<file path="config.mk">
export PLATFORM = sky130hd
export DESIGN_NAME = board_display_ctrl
export DESIGN_NICKNAME = d
export VERILOG_FILES = /design/src/rtl/board_display_ctrl_pkg.sv /design/src/rtl/board_display_ctrl_flash_timer.sv /design/src/rtl/board_display_ctrl.sv
export SDC_FILE = /design/constraint.sdc
export NUM_CORES = 1
export LEC_CHECK = 0
export BUFFER_PORTS_ARGS = -buffer_cell sky130_fd_sc_hd__buf_2
export CAP_MARGIN = 10
export CELL_PAD_IN_SITES_DETAIL_PLACEMENT = 0
export CELL_PAD_IN_SITES_GLOBAL_PLACEMENT = 2
export CORE_ASPECT_RATIO = 0.75
export CORE_MARGIN = 1
export CORE_UTILIZATION = 31
export CTS_BUF_LIST = sky130_fd_sc_hd__clkbuf_16
export CTS_CLUSTER_DIAMETER = 100
export DETAILED_ROUTE_END_ITERATION = 7
export PLACE_DENSITY = 0.94
export SLEW_MARGIN = 10
export SYNTH_ARGS = -nofsm -noshare
export SYNTH_HDL_FRONTEND = slang
export SYNTH_SLANG_ARGS = --single-unit
</file>
<file path="constraint.sdc">
create_clock -name clk -period 3.37 [get_ports clk]
set_clock_uncertainty 0.2 [all_clocks]
set_input_delay 0.674 -clock clk [delete_from_list [all_inputs] [get_ports clk]]
set_output_delay 0.674 -clock clk [all_outputs]
set_load 0.01 [all_outputs]
</file>
<file path="src/rtl/board_display_ctrl_pkg.sv">
// Shared definitions for the board display controller: FSM encoding,
// board geometry and the vertical-blank line shared with the VGA timing.
package board_display_ctrl_pkg;

  localparam int TILE_W  = 4;
  localparam int NTILES  = 16;
  localparam int BOARD_W = TILE_W * NTILES;

  // First vc value outside the visible area; vblank starts here at hc == 0.
  localparam int VB_LINE = 480;

  typedef enum logic [1:0] {
    ST_IDLE    = 2'd0,
    ST_PENDING = 2'd1,
    ST_COMMIT  = 2'd2
  } disp_state_e;

  // One-hot highlight mask for a spawned tile, or all-zero when nothing spawned.
  function automatic logic [NTILES-1:0] spawn_onehot(input logic en, input logic [3:0] idx);
    logic [NTILES-1:0] mask;
    mask = {NTILES{1'b0}};
    if (en) begin
      mask[idx] = 1'b1;
    end else begin
      mask = {NTILES{1'b0}};
    end
    return mask;
  endfunction

endpackage

</file>
<file path="src/rtl/board_display_ctrl_flash_timer.sv">
// Spawn highlight timer: holds the highlight mask for a number of vblank
// starts after each commit, then clears it on the vblank that expires it.
module board_display_ctrl_flash_timer
  import board_display_ctrl_pkg::*;
(
  input  logic              clk,
  input  logic              rst,
  input  logic              load,
  input  logic [7:0]        load_val,
  input  logic              vb_start,
  input  logic [NTILES-1:0] spawn_mask,
  output logic [NTILES-1:0] flash
);

  logic [7:0]        cnt_r;
  logic [NTILES-1:0] flash_r;

  // Reload on commit; otherwise count down one per vblank and drop the mask at zero.
  always_ff @(posedge clk) begin
    if (rst) begin
      cnt_r   <= 8'd0;
      flash_r <= {NTILES{1'b0}};
    end else if (load) begin
      cnt_r   <= load_val;
      flash_r <= spawn_mask;
    end else if (vb_start && (cnt_r != 8'd0)) begin
      cnt_r <= cnt_r - 8'd1;
      if (cnt_r == 8'd1) begin
        flash_r <= {NTILES{1'b0}};
      end else begin
        flash_r <= flash_r;
      end
    end else begin
      cnt_r   <= cnt_r;
      flash_r <= flash_r;
    end
  end

  assign flash = flash_r;

endmodule

</file>
<file path="src/rtl/board_display_ctrl.sv">
// Frame-synchronous owner of the 4x4 board image. Accepts one board update
// at a time into a shadow buffer and commits it just after vblank start, so
// a visible frame never shows a half-updated board. Also drives the spawn
// highlight mask and a free-running frame counter.
module board_display_ctrl
  import board_display_ctrl_pkg::*;
#(
  parameter int V_VISIBLE    = VB_LINE,
  parameter int FLASH_FRAMES = 8
) (
  input  logic               clk,
  input  logic               rst,
  input  logic [9:0]         hc,
  input  logic [9:0]         vc,
  input  logic               upd_valid,
  output logic               upd_ready,
  input  logic [BOARD_W-1:0] upd_board,
  input  logic               upd_spawn_en,
  input  logic [3:0]         upd_spawn_idx,
  output logic [BOARD_W-1:0] disp_board,
  output logic [NTILES-1:0]  disp_flash,
  output logic               commit_pulse,
  output logic [15:0]        frame_cnt
);

  disp_state_e        state_r;
  logic               upd_ready_r;
  logic               commit_pulse_r;
  logic [BOARD_W-1:0] shadow_r;
  logic               spawn_en_r;
  logic [3:0]         spawn_idx_r;
  logic [BOARD_W-1:0] disp_board_r;
  logic [15:0]        frame_cnt_r;
  logic               vb_start_s;
  logic               commit_load_s;
  logic [NTILES-1:0]  spawn_mask_s;

  // Out-of-range counter values can never equal these constants, so they are ignored.
  assign vb_start_s    = (vc == 10'(V_VISIBLE)) && (hc == 10'd0);
  assign commit_load_s = (state_r == ST_COMMIT);
  assign spawn_mask_s  = spawn_onehot(spawn_en_r, spawn_idx_r);

  // Update FSM: capture into the shadow, wait for vblank, commit for one cycle.
  always_ff @(posedge clk) begin
    if (rst) begin
      state_r        <= ST_IDLE;
      upd_ready_r    <= 1'b1;
      commit_pulse_r <= 1'b0;
      shadow_r       <= {BOARD_W{1'b0}};
      spawn_en_r     <= 1'b0;
      spawn_idx_r    <= 4'd0;
      disp_board_r   <= {BOARD_W{1'b0}};
    end else begin
      case (state_r)
        ST_IDLE: begin
          commit_pulse_r <= 1'b0;
          if (upd_valid) begin
            shadow_r    <= upd_board;
            spawn_en_r  <= upd_spawn_en;
            spawn_idx_r <= upd_spawn_idx;
            upd_ready_r <= 1'b0;
            state_r     <= ST_PENDING;
          end else begin
            upd_ready_r <= 1'b1;
            state_r     <= ST_IDLE;
          end
        end
        ST_PENDING: begin
          upd_ready_r <= 1'b0;
          if (vb_start_s) begin
            commit_pulse_r <= 1'b1;
            state_r        <= ST_COMMIT;
          end else begin
            commit_pulse_r <= 1'b0;
            state_r        <= ST_PENDING;
          end
        end
        ST_COMMIT: begin
          disp_board_r   <= shadow_r;
          commit_pulse_r <= 1'b0;
          upd_ready_r    <= 1'b1;
          state_r        <= ST_IDLE;
        end
        default: begin
          commit_pulse_r <= 1'b0;
          upd_ready_r    <= 1'b1;
          state_r        <= ST_IDLE;
        end
      endcase
    end
  end

  // Frame counter advances on every vblank start regardless of FSM state.
  always_ff @(posedge clk) begin
    if (rst) begin
      frame_cnt_r <= 16'd0;
    end else if (vb_start_s) begin
      frame_cnt_r <= frame_cnt_r + 16'd1;
    end else begin
      frame_cnt_r <= frame_cnt_r;
    end
  end

  board_display_ctrl_flash_timer u_flash_timer (
    .clk        (clk),
    .rst        (rst),
    .load       (commit_load_s),
    .load_val   (8'(FLASH_FRAMES)),
    .vb_start   (vb_start_s),
    .spawn_mask (spawn_mask_s),
    .flash      (disp_flash)
  );

  assign upd_ready    = upd_ready_r;
  assign commit_pulse = commit_pulse_r;
  assign disp_board   = disp_board_r;
  assign frame_cnt    = frame_cnt_r;

endmodule

</file>
==> impl_metrics.json <==
{
  "outcome": "finished, final reports clean",
  "vias_in_the_first_global_route": 5614,
  "timing.critical_path.to_type": "flop",
  "critPathArrivalTime_ns": 2.31,
  "critical_path.max_fanout": 7,
  "critical_path_class": "reg -> reg",
  "r2r_end": "u_flash_timer.cnt_r[4]",
  "grt_antenna_before_repair": 1,
  "peak_supply_drop_mv": 0.236,
  "finalCritPeriodShare_pct": 65.8,
  "pre_cts_ws_ns": 0.681,
  "area.sequential_mm2": 0.00354,
  "layoutNonFillerInstCount": 1265,
  "cts.hold.buffers_added": 0,
  "setup.worst_path.start_class": "flop",
  "placed_cells_incl_taps": 1233,
  "worst_slack_ns": 1.15,
  "syn_to_final_growth_pct": 27.1,
  "worst_hold_slack_ns": 0.247,
  "post-dp-hpwl_mm": 11.7,
  "postSynthCellCount": 808,
  "rsz0062_at_grt": "no",
  "via_per_inst": 4.75,
  "synth.yosys.seq_area_share_pct": 53.6,
  "finalNetCount": 1066,
  "powerDensity_mw_per_mm2": 526,
  "clockRootBuffer": "clkbuf_16",
  "h-tree-depth": 4,
  "yosys.area.top_type": "dfxtp_1",
  "antenna_cells": 0,
  "flip_flop_cell_with_the_highest_count_after_synthesis": "dfxtp_1",
  "worst-slew-pin-transition_ns": 0.809,
  "reg2reg_depth": 6,
  "most_frequent_cell_after_synthesis": "nand2_1",
  "grt_usage_pct": 17.0,
  "maxSlewViolCount": 0,
  "number_of_buffers_inserted_by_port_buffering": 189,
  "inserted_clock_buffers": 17,
  "core_region_area_mm2": 0.0206,
  "postPlaceCellArea_mm2": 0.00779,
  "comb_pwr_share_pct": 4.9,
  "synth_enable_flop_cells": 0,
  "totalNegativeSetupSlack_ns": 0,
  "floorplan.die_area_mm2": 0.0219,
  "async_reset_ff_share_pct": 0,
  "route.vias.total": 6008,
  "floorplan.initialDensity_pct": 32.1,
  "relSlewSlack_pct": 46.1,
  "setup_violations": 0,
  "seqPwrFrac_pct": 48.9,
  "reg2reg_slack_ns": 1.15,
  "synth.yosys.warnings": 0,
  "internal_power_mw": 3.40,
  "leading_cell_types_by_count_after_synthesis": "280 x nand2_1, 177 x dfxtp_1, 152 x a21oi_1, 41 x clkbuf_1, 16 x a22o_1",
  "chipWidth_um": 171,
  "hold_start": "shadow_r[40]",
  "synthesis.nets": 904,
  "globalplace.congestion": 0.785,
  "post-route-cell-area_mm2": 0.00840,
  "ys_ff_latch": 177,
  "postLayoutCoreUtil_pct": 40.9,
  "clock_tree_from_tritoncts": "done",
  "synth_area_mm2": 0.00661,
  "timing.fmax_ghz": 0.451,
  "drtAntennaViolNets": 0,
  "cap_violations": 0,
  "worstHoldEndpoint": "disp_board[40]",
  "drt-total-wl_mm": 18.3,
  "numClockSinks": 177,
  "layout_min_cycle_time_ns": 2.22,
  "multi_input_area_mm2": 0.00282,
  "dr.first_iter.drc_count": 399,
  "p_sw_mw": 1.02,
  "cts_setup_buffers": 0,
  "grt_max_degree": 70,
  "post_synth.cell_area_avg_um2": 8.17,
  "post_cts.resized_instances": 0,
  "switching_share_of_total_power_pct": 23.1,
  "hp-class": "reg -> reg",
  "post_route_cells_drive_above_1_share_pct": 24.2,
  "power_leakage_nw": 3.39,
  "die_h_um": 128,
  "wire_length_of_the_first_global_routing_pass_mm": 29.1,
  "top_level_ports": 190,
  "synth_largest_type_area_fraction_pct": 53.6,
  "rows": 45,
  "num-fill-cells": 2121,
  "ctsLongestPathBuffers": 2,
  "clkTransAtPathRegs_ns": 0.07,
  "yosysUniqueCellTypes": 39,
  "worst_hold_path_stage_count": 2,
  "gr-total-overflow": 0,
  "yosys-top-cells-area": "dfxtp_1 54%, nand2_1 16%, a21oi_1 12%",
  "drt-pass1-iter-count": 4,
  "power_mw": 4.42,
  "post_drt_wl_per_cell_um": 14.5,
  "drc": 0,
  "rr_startpoint": "u_flash_timer.cnt_r[0]",
  "report.final.hold_viol_count": 0,
  "worstSkewPairLatency_ns": 0.42,
  "critPathRequiredTime_ns": 3.46,
  "clock_power_share_pct": 46.2
}
[worst max path at each step]
stage	slack, ns	end	from	cells past startpoint
floorplan	1.14	frame_cnt[10]	vc[1]	5
detailed placement	0.68	frame_cnt[15]	vc[9]	5
global route	0.99	u_flash_timer.cnt_r[4]	u_flash_timer.cnt_r[0]	6
finish	1.15	u_flash_timer.cnt_r[4]	u_flash_timer.cnt_r[0]	6
global placement	0.77	frame_cnt[15]	vc[9]	5
CTS	1.15	frame_cnt[15]	vc[9]	5
[sequential cells by signal (all words and copies together), names as in the netlist]
register / flops
state_r: 2
commit_pulse: 1
spawn_en_r: 1
u_flash_timer.flash: 16
frame_cnt: 16
shadow_r: 64
spawn_idx_r: 4
upd_ready: 1
u_flash_timer.cnt_r: 8
disp_board: 64
[power groups by stage]
stage / clock network, mW / registers (mW) / logic [mW]
2_1_floorplan: 0 / 2.21 / 0.121
3_3_place_gp: 0 / 2.21 / 0.216
3_5_place_dp: 0 / 2.21 / 0.219
4_1_cts: 2.10 / 2.16 / 0.219
5_1_grt: 2.19 / 2.17 / 0.245
6_report: 2.04 / 2.16 / 0.215
[critical path, stage by stage, from the launching register on]
cell and delay [ns]:
dfxtp_1 0.38, inv_1 0.13, ha_1 0.22, or3b_2 0.49, o21ai_1 0.41, nor3_1 0.13
mux2i_1 0.14
[placed cells by master (no fill, tap or decap), types with 2 or more instances in the layout]
cell,Yosys,final
o21a_1,2,2
o21ai_0,4,4
o21ai_1,4,4
buf_12,0,2
buf_2,0,188
and3_1,5,5
and4_1,5,5
nor3b_1,2,2
dfxtp_1,177,177
a21oi_1,152,152
o31ai_1,13,13
buf_4,0,8
bufinv_16,0,3
nor4_1,5,5
a22o_1,16,16
clkinvlp_4,0,3
nor4bb_1,2,2
nand2_1,280,279
clkbuf_16,0,17
and2_1,3,2
ha_1,4,4
nor2_1,8,8
inv_6,0,4
or3_1,6,6
nand3_1,11,11
nor4b_1,3,3
nor3_1,9,9
or4_1,13,13
clkinv_4,0,3
mux2i_1,3,3
nand4_1,5,5
inv_1,8,9
[final cells by class]
cell class                      count  area share (%)
Clock inverter                     15            2.16
Tap cell                          282            4.20
Inverter                            8           0.358
Clock buffer                       17            5.07
Timing Repair Buffer              198            12.4
Multi-Input combinational cell    568            33.6
Sequential cell                   177            42.2
[kinds of logic (layout without fill, tap and decap cells)]
logic type      after synthesis  count (layout)  synth area share, %
buf+inv                      63             238                 3.81
flops                       177             177                 53.6
fa+ha+maj                     4               4                0.758
simple gates                365             365                 24.5
mux                           3               3                0.455
compound gates              196             196                 16.9
[per-layer routing]
layer / wire (um) / vias to the layer above / global-route usage [%]
met5: 8 / - / 0
met4: 164 / 2 / 4.66
met3: 1110 / 13 / 4.80
met2: 8020 / 151 / 26.4
met1: 9040 / 2773 / 22.9
li1: - / 3069 / -
Note: power is estimated with default switching activity, not from simulation.
